$ cat config.mk
export PLATFORM = sky130hd
export DESIGN_NAME = vram_arbiter
export DESIGN_NICKNAME = d
export VERILOG_FILES = /design/src/rtl/vram_pkg.sv /design/src/rtl/vram_slot_gen.sv /design/src/rtl/vram_arbiter.sv
export SDC_FILE = /design/constraint.sdc
export NUM_CORES = 1
export LEC_CHECK = 0
export ABC_AREA = 0
export BUFFER_PORTS_ARGS = -buffer_cell sky130_fd_sc_hd__buf_4
export CORE_UTILIZATION = 47
export CTS_CLUSTER_DIAMETER = 40
export CTS_CLUSTER_SIZE = 8
export DETAILED_ROUTE_END_ITERATION = 6
export GPL_TIMING_DRIVEN = 0
export HOLD_SLACK_MARGIN = 0.1
export PLACE_DENSITY = 0.8
export SYNTH_ARGS = -nofsm -noshare
export SYNTH_HDL_FRONTEND = slang
export SYNTH_HIERARCHICAL = 1
export SYNTH_SLANG_ARGS = --single-unit
export TNS_END_PERCENT = 100
$ cat constraint.sdc
create_clock -name clk -period 2.4 [get_ports clk]
set_input_delay 0.6 -clock clk [delete_from_list [all_inputs] [get_ports clk]]
set_output_delay 0.6 -clock clk [all_outputs]
set_load 0.1 [all_outputs]
$ cat src/rtl/vram_pkg.sv
// Shared definitions for the VRAM arbiter: default geometry of the video RAM,
// the tile fetch phase within an 8-pixel tile, and the CPU access FSM state encoding.
package vram_pkg;

  localparam int ADDR_W_DEF    = 10;
  localparam int DATA_W_DEF    = 8;
  localparam int COLS_LOG2_DEF = 5;

  // Pixel phase inside a tile at which the display owns the RAM port.
  localparam logic [2:0] TILE_PHASE = 3'd0;

  typedef enum logic [1:0] {
    IDLE   = 2'd0,
    GRANT  = 2'd1,
    RDWAIT = 2'd2,
    DONE   = 2'd3
  } cpu_state_e;

endpackage

$ cat src/rtl/vram_slot_gen.sv
// Display slot generator: decides which cycles belong to the tile fetch and
// which VRAM word the fetch reads.
// Ports:
//   hpos_i, vpos_i  - beam position from the sync generator
//   display_on_i    - visible-area flag
//   slot_o          - display owns the RAM this cycle
//   disp_addr_o     - tile address {row, column} for the fetch
module vram_slot_gen
  import vram_pkg::*;
#(
  parameter int ADDR_W    = ADDR_W_DEF,
  parameter int COLS_LOG2 = COLS_LOG2_DEF
) (
  input  logic [15:0]       hpos_i,
  input  logic [15:0]       vpos_i,
  input  logic              display_on_i,
  output logic              slot_o,
  output logic [ADDR_W-1:0] disp_addr_o
);

  localparam int ROW_W = ADDR_W - COLS_LOG2;

  // Beam bits outside the tile row/column fields carry no meaning here.
  logic unused_hv;
  assign unused_hv = ^{hpos_i[15:COLS_LOG2+3], vpos_i[15:ROW_W+3], vpos_i[2:0]};

  assign slot_o      = display_on_i && (hpos_i[2:0] == TILE_PHASE);
  assign disp_addr_o = {vpos_i[ROW_W+2:3], hpos_i[COLS_LOG2+2:3]};

endmodule

$ cat src/rtl/vram_arbiter.sv
// VRAM arbiter: shares one single-port synchronous video RAM between the
// display tile fetch (fixed, absolute-priority slots) and a CPU requester
// using a req/ack handshake.
// Ports:
//   clk, reset                 - clock, asynchronous active-low reset
//   hpos, vpos, display_on     - beam state from the sync generator
//   cpu_req/we/addr/wdata      - CPU request, sampled when accepted in IDLE
//   cpu_ack, cpu_rdata         - one-cycle completion pulse and read result
//   ram_addr/we/wdata, ram_rdata - RAM port (read data one cycle after address)
//   tile_data, tile_strobe     - last fetched tile and its update pulse
//   stall_cnt                  - saturating count of CPU cycles lost to slots
module vram_arbiter
  import vram_pkg::*;
#(
  parameter int ADDR_W    = ADDR_W_DEF,
  parameter int DATA_W    = DATA_W_DEF,
  parameter int COLS_LOG2 = COLS_LOG2_DEF
) (
  input  logic              clk,
  input  logic              reset,
  input  logic [15:0]       hpos,
  input  logic [15:0]       vpos,
  input  logic              display_on,
  input  logic              cpu_req,
  input  logic              cpu_we,
  input  logic [ADDR_W-1:0] cpu_addr,
  input  logic [DATA_W-1:0] cpu_wdata,
  output logic              cpu_ack,
  output logic [DATA_W-1:0] cpu_rdata,
  output logic [ADDR_W-1:0] ram_addr,
  output logic              ram_we,
  output logic [DATA_W-1:0] ram_wdata,
  input  logic [DATA_W-1:0] ram_rdata,
  output logic [DATA_W-1:0] tile_data,
  output logic              tile_strobe,
  output logic [15:0]       stall_cnt
);

  logic              slot;
  logic [ADDR_W-1:0] disp_addr;

  cpu_state_e        state_q;
  logic              we_q;
  logic [ADDR_W-1:0] addr_q;
  logic [DATA_W-1:0] wdata_q;
  logic              ack_q;
  logic [DATA_W-1:0] rdata_q;
  logic [15:0]       stall_q;
  logic [15:0]       stall_d;
  logic              fetch_q;
  logic              strobe_q;
  logic [DATA_W-1:0] tile_q;

  vram_slot_gen #(
    .ADDR_W    (ADDR_W),
    .COLS_LOG2 (COLS_LOG2)
  ) u_slot_gen (
    .hpos_i       (hpos),
    .vpos_i       (vpos),
    .display_on_i (display_on),
    .slot_o       (slot),
    .disp_addr_o  (disp_addr)
  );

  assign stall_d = (stall_q == 16'hFFFF) ? stall_q : stall_q + 16'd1;

  // The display always wins the port; the CPU only drives it in GRANT when
  // no slot is active. Write data is left on the bus since ram_we gates it.
  always_comb begin
    ram_addr = '0;
    ram_we   = 1'b0;
    if (slot) begin
      ram_addr = disp_addr;
    end else if (state_q == GRANT) begin
      ram_addr = addr_q;
      ram_we   = we_q;
    end
  end

  assign ram_wdata = wdata_q;

  // CPU access FSM. A request may be accepted during a slot; the slot only
  // holds it in GRANT. ack_q is high for exactly the DONE cycle.
  always_ff @(posedge clk or negedge reset) begin
    if (!reset) begin
      state_q <= IDLE;
      we_q    <= 1'b0;
      addr_q  <= '0;
      wdata_q <= '0;
      ack_q   <= 1'b0;
      rdata_q <= '0;
      stall_q <= '0;
    end else begin
      ack_q <= 1'b0;
      case (state_q)
        IDLE: begin
          if (cpu_req) begin
            we_q    <= cpu_we;
            addr_q  <= cpu_addr;
            wdata_q <= cpu_wdata;
            state_q <= GRANT;
          end
        end
        GRANT: begin
          if (slot) begin
            stall_q <= stall_d;
          end else if (we_q) begin
            state_q <= DONE;
            ack_q   <= 1'b1;
          end else begin
            state_q <= RDWAIT;
          end
        end
        RDWAIT: begin
          rdata_q <= ram_rdata;
          state_q <= DONE;
          ack_q   <= 1'b1;
        end
        DONE: begin
          state_q <= IDLE;
        end
        default: begin
          state_q <= IDLE;
        end
      endcase
    end
  end

  // Display return path: a slot at T gives RAM data at T+1, which becomes
  // visible on tile_data together with the strobe at T+2.
  always_ff @(posedge clk or negedge reset) begin
    if (!reset) begin
      fetch_q  <= 1'b0;
      strobe_q <= 1'b0;
      tile_q   <= '0;
    end else begin
      fetch_q  <= slot;
      strobe_q <= fetch_q;
      if (fetch_q) begin
        tile_q <= ram_rdata;
      end
    end
  end

  assign cpu_ack     = ack_q;
  assign cpu_rdata   = rdata_q;
  assign tile_data   = tile_q;
  assign tile_strobe = strobe_q;
  assign stall_cnt   = stall_q;

endmodule

==> results_dict.tcl, run 1 <==
set metrics [dict create \
    outcome "finished clean" \
    syn-num-nets 261 \
    crit_arrival_ps 1740 \
    cts_tree "done" \
    ys_top_cells_by_area "dfrtp_1 (55%), mux2_2 (16%), a22o_1 (3.5%)" \
    die_h_um 75.35 \
    cp_data_required_time_ps 1800 \
    hold_violations 0 \
    firstDrtPassIters 4 \
    drc_errors 0 \
    hpwl_mm 3.641 \
    vias_per_cell 5.028 \
    p_leak_nw 1.654 \
    final_cell_mix "buf_4 (88), dfrtp_1 (52), mux2_2 (36), a22o_2 (10), xnor2_1 (10)" \
    finish.net_count 356 \
    ys_seq_elements 56 \
    area_growth_pct 39.24 \
    dieArea_sq_mm 0.005678 \
    slew_violations 0 \
    wire_per_inst_um 14.19 \
    syn_avg_cell_area_sq_um 13.10 \
    finalWirelength_mm 5.093 \
    synth_cell_type_count 36 \
    worstReg2RegStart "state_q[0]$_DFFE_PN0P_" \
    r2r_setup_slack_ps 410 \
    clock-sinks 56 \
    dp_slack_ps -456.2 \
    clockBufferDepth 2 \
    powerDensity_mw_per_mm2 1478 \
    grt_pass1_vias 1627 \
    grt_max_degree 57 \
    whs_ps 329.7 \
    crit_type "in -> out" \
    grt_pass1_wl_mm 7.583 \
    worstSetupStartpointType "primary input" \
    gp_congestion 0.7672 \
    clock_latency_ps 300 \
    clkTransAtPathRegs_ps 100 \
    layout-drive-gt1-share_pct 57.09 \
    antenna_found_initial 0 \
    vias 1805 \
    hold_class "in -> async" \
    ant_nets 0 \
    synthCells 193 \
    ir_worst_vdd_v 0.001056 \
    ys_seq_area_share_pct 55.42 \
    worst_pin_slew_ps 693.3 \
    synth_top_cell_by_area "dfrtp_1" \
    die_x_um 75.35 \
    track_usage_pct 18.10 \
    clock_skew_ps 8.308 \
    syn_area_sq_mm 0.002529 \
    start_util_pct 49.20 \
    cts_buffers 5 \
    drv_cap 0 \
    final_common_cell "buf_4" \
    rows 26 \
    final.min_clock_period_ps 2337 \
    critPathCaptureType "output pin" \
    placed_area_sq_mm 0.003282 \
    root_buffer "clkbuf_8" \
    final_cell_area_sq_mm 0.003521 \
    port-buffer-count 86 \
    period_share_pct 97.39 \
    grt-ovfl-total 0 \
    crit_start "hpos[0]" \
    io_pins 116 \
    synth.top_cell.area_share_pct 55.42 \
    drt_iter0_markers 40 \
    max_freq_ghz 0.4278 \
    antennaDiodeCount 0 \
    setup-violations-final 0 \
    maxSlewHeadroom_pct 53.78 \
    placeableCoreArea_sq_mm 0.005140 \
    setup_ws_ps 62.61 \
    cts_max_level 2 \
    cp_max_fo 10 \
    synth-warning-count 6 \
]
==> synthesized netlist by cell type <==
| cell | n |
|---|---|
| mux2_1 | 1 |
| inv_1 | 4 |
| nor4b_1 | 1 |
| or3_1 | 1 |
| o21ai_4 | 1 |
| and4_1 | 2 |
| o21ai_1 | 2 |
| nand2_1 | 7 |
| nor2b_1 | 1 |
| a22o_1 | 10 |
| a31o_1 | 1 |
| xor2_1 | 2 |
| nand3_1 | 5 |
| o21ai_0 | 1 |
| mux2_2 | 36 |
| buf_4 | 10 |
| xnor2_1 | 10 |
| buf_6 | 1 |
| o21bai_1 | 1 |
| nand4b_1 | 1 |
| nor2_1 | 4 |
| o21a_1 | 1 |
| clkbuf_1 | 5 |
| a31oi_1 | 1 |
| or4_1 | 1 |
| a21oi_1 | 4 |
| nor3_1 | 3 |
| nor4_2 | 1 |
| dfrtp_1 | 56 |
| and3_1 | 4 |
| o2111ai_2 | 1 |
| nor4_1 | 1 |
| and2_1 | 2 |
| ha_1 | 5 |
| nand4_1 | 5 |
| nor4b_2 | 1 |
==> cell families after synthesis <==
logic type	share of synthesized area, %
compound gates	7.274
xor+xnor	4.156
mux	16.48
fa+ha+maj	2.474
simple gates	9.451
buf+inv	4.750
flops	55.42
==> final timing paths <==
check                                            end  cells after the start
max in group asynchronous  stall_cnt[13]$_DFFE_PN0P_                      1
min reg2reg                    tile_strobe$_DFF_PN0_                      0
min in group clk               tile_strobe$_DFF_PN0_                      0
min                         ram_wdata[2]$_DFFE_PN0P_                      1
max reg2reg                    addr_q[8]$_DFFE_PN0P_                      5
max                                      ram_addr[0]                      6
==> worst max-delay path, stage by stage <==
cell      delay [ps]
buf_4            120
nor4b_4          330
nor2b_1           80
clkbuf_4         190
a22o_2           250
buf_12           170
==> metal layers <==
| layer | vias to the layer above | track usage (%) | share of wire, % |
|---|---|---|---|
| li1 | 873 | - | - |
| met1 | 860 | 22.53 | 43 |
| met2 | 66 | 31.55 | 49 |
| met3 | 6 | 4.497 | 7.1 |
| met4 | 0 | 4.938 | 1.1 |
| met5 | - | 0 | 0 |
==> repair_timing <==
item	CTS	global route
buffers inserted	1	1
hold buffers	0	0
cloned	0	0
pin swaps	1	0
endpoints found under the setup margin	10	10
resized for setup	14	20
==> registers in the layout, indices dropped and copies added (netlist names) <==
name / cells
cpu_ack: 1
stall_cnt: 16
tile_strobe: 1
cpu_rdata: 8
fetch_q: 1
ram_wdata: 8
tile_data: 8
state_q: 2
we_q: 1
addr_q: 10
==> report_power, final <==
group          switching, W  total [W]  internal [W]
logic               0.00235    0.00329      0.000943
registers          0.000159    0.00141       0.00125
clock network      0.000294   0.000499      0.000204
==> cell type report <==
class | instances | area, sq um
fillers | 393 | 1619
plain buffers | 16 | 110.1
clock buffers | 5 | 68.82
repair buffers | 88 | 780.7
clock inverters | 3 | 18.77
multi-input cells | 117 | 1033
well taps | 70 | 87.58
flip-flops and latches | 56 | 1406
inverters | 4 | 15.01
==> stage by stage <==
stage | setup TNS, ps | power (W) | utilization [%] | cells
after detailed placement | -4616 | 0.004529 | 63.85 | 349
after CTS | 0 | 0.005100 | 66.70 | 358
after global placement | -4575 | 0.004478 | 63.85 | 349
final | 0 | 0.005202 | 68.50 | 359
after global routing | -24.85 | 0.005405 | 68.50 | 359
after floorplan | -856.7 | 0.003909 | - | 193
Power figures use the tool's default switching activity.
==> inputs of run 2 (changes only) <==
==> constraint.sdc (replaced) <==
create_clock -name clk -period 2.35 [get_ports clk]
set_input_delay 0.5875 -clock clk [delete_from_list [all_inputs] [get_ports clk]]
set_output_delay 0.5875 -clock clk [all_outputs]
set_load 0.1 [all_outputs]
==> run 2 against run 1 <==
Clock skew hardly changed. First-iteration DRC count is 33% higher. Count of clock-buffer cells in the layout is 1 higher. Combinational power is 2% higher. Largest cell class unchanged. Final area is 0.68% higher. Via count is 2.2% higher. Final cell count is 0.28% lower. Global-route usage is 0.54 points higher. Clock power is 20% higher.
==> results_dict.tcl, run 2 (same netlist as run 1, synthesis figures left out) <==
set metrics [dict create \
    outcome "finished clean" \
    cp_data_required_time_ps 1760 \
    antenna_found_initial 0 \
    finish.net_count 356 \
    track_usage_pct 18.63 \
    slew_violations 0 \
    rows 26 \
    final_cell_mix "buf_4 (89), dfrtp_1 (50), mux2_2 (36), xnor2_1 (10)" \
    cp_max_fo 10 \
    gp_congestion 0.7844 \
    setup-violations-final 0 \
    start_util_pct 49.20 \
    crit_arrival_ps 1710 \
    grt_pass1_wl_mm 7.679 \
    r2r-end "addr_q[5]$_DFFE_PN0P_" \
    worstSetupStartpointType "primary input" \
    ctsHoldBuffers 0 \
    cts_max_level 2 \
    cp_top_family "buffers and inverters" \
    drt_iter0_markers 53 \
    clock_skew_ps 8.060 \
    final_common_cell "buf_4" \
    powerDensity_mw_per_mm2 1528 \
    vias_per_cell 5.154 \
    layout-drive-gt1-share_pct 57.64 \
    dieArea_sq_mm 0.005678 \
    hpwl_mm 3.682 \
    crit_start "hpos[2]" \
    clock_latency_ps 300 \
    cts_tree "done" \
    drv_cap 0 \
    port-buffer-count 86 \
    critPathBufInv 3 \
    p_leak_nw 1.658 \
    crit_top_cell "buf_4" \
    cpPeakStageDelay_ps 330 \
    io_pins 116 \
    worstReg2RegStart "state_q[0]$_DFFE_PN0P_" \
    firstDrtPassIters 4 \
    worst_pin_slew_ps 679.3 \
    r2r_cells 5 \
    vias 1845 \
    cpMaxStageDelayCell "nor4b_4" \
    final.min_clock_period_ps 2299 \
    finalWirelength_mm 5.252 \
    path_cells "buf_4 > nor4b_4 > nor2b_1 > buf_4 > a22o_2 > buf_12" \
    maxSlewHeadroom_pct 54.72 \
    grt_max_degree 57 \
    die_h_um 75.35 \
    wire_per_inst_um 14.67 \
    root_buffer "clkbuf_8" \
    dp_slack_ps -439.5 \
    r2r_setup_slack_ps 330 \
    crit_type "in -> out" \
    cts_buffers 5 \
    fin_setup_tns_ps 0 \
    antennaDiodeCount 0 \
    clkTransAtPathRegs_ps 90 \
    grt-ovfl-total 0 \
    power_w 0.005417 \
    hold_class "in -> async" \
    max_freq_ghz 0.4349 \
    clock-sinks 56 \
    setup_ws_ps 50.68 \
    placeableCoreArea_sq_mm 0.005140 \
    path_depth 6 \
    critPathCaptureType "output pin" \
    hold_violations 0 \
    die_x_um 75.35 \
    period_share_pct 97.84 \
    largest_register_ffs 16 \
    drc_errors 0 \
    area_growth_pct 40.18 \
    ir_worst_vdd_v 0.001030 \
    clockBufferDepth 2 \
    grt_pass1_vias 1623 \
    ant_nets 0 \
]
==> run 2: power breakdown <==
group / internal (W) / total (W) / switching (W)
clock: 0.000313 / 0.000600 / 0.000288
combinational: 0.000965 / 0.00337 / 0.00241
sequential: 0.00128 / 0.00145 / 0.000168
total: 0.00256 / 0.00542 / 0.00286
==> run 2: metrics by stage <==
stage / util (%) / hold slack, ps / std cells / cell area, sq um
after floorplan: - / 291.9 / 193 / 2559
after global placement: 64.05 / 357.0 / 349 / 3292
after detailed placement: 64.05 / 364.0 / 349 / 3292
after CTS: 68.33 / 347.6 / 358 / 3512
after global routing: 68.96 / 357.6 / 358 / 3545
final: 68.96 / 312.5 / 358 / 3545
==> run 2: what timing repair did <==
item	4_1_cts	5_1_grt
gates cloned	0	0
pin swaps	1	0
resized for setup	27	9
buffers inserted	2	0
setup endpoints to repair	10	10
==> run 2: how the worst max path moves through the flow <==
stage	slack (ps)	end
2_1_floorplan	-130	ram_addr[0]
3_3_place_gp	-480	ram_addr[4]
3_5_place_dp	-440	ram_addr[6]
4_1_cts	30	ram_addr[9]
5_1_grt	-9	ram_addr[2]
6_report	50	ram_addr[9]
==> run 2: metal layers <==
metal	part of all wire [%]	vias to the layer above	global-route usage (%)
li1	-	879	-
met1	42	894	22.79
met2	50	67	31.65
met3	7.6	5	5.952
met4	0.95	0	5.761
met5	0	-	0
==> run 2: area by class of cell <==
| cell class | count | area (sq um) |
|---|---|---|
| fillers | 391 | 1595 |
| flip-flops and latches | 56 | 1409 |
| multi-input cells | 117 | 1041 |
| repair buffers | 88 | 777.0 |
| plain buffers | 16 | 112.6 |
| well taps | 70 | 87.58 |
| clock buffers | 6 | 72.57 |
| clock inverters | 1 | 30.03 |
| inverters | 4 | 15.01 |
==> run 2: worst reg2reg max path: stages (launching register included) <==
cell      delay (ps)
dfrtp_1          380
inv_1            110
ha_1             230
nand2_1          310
clkbuf_1         480
mux2_2           400
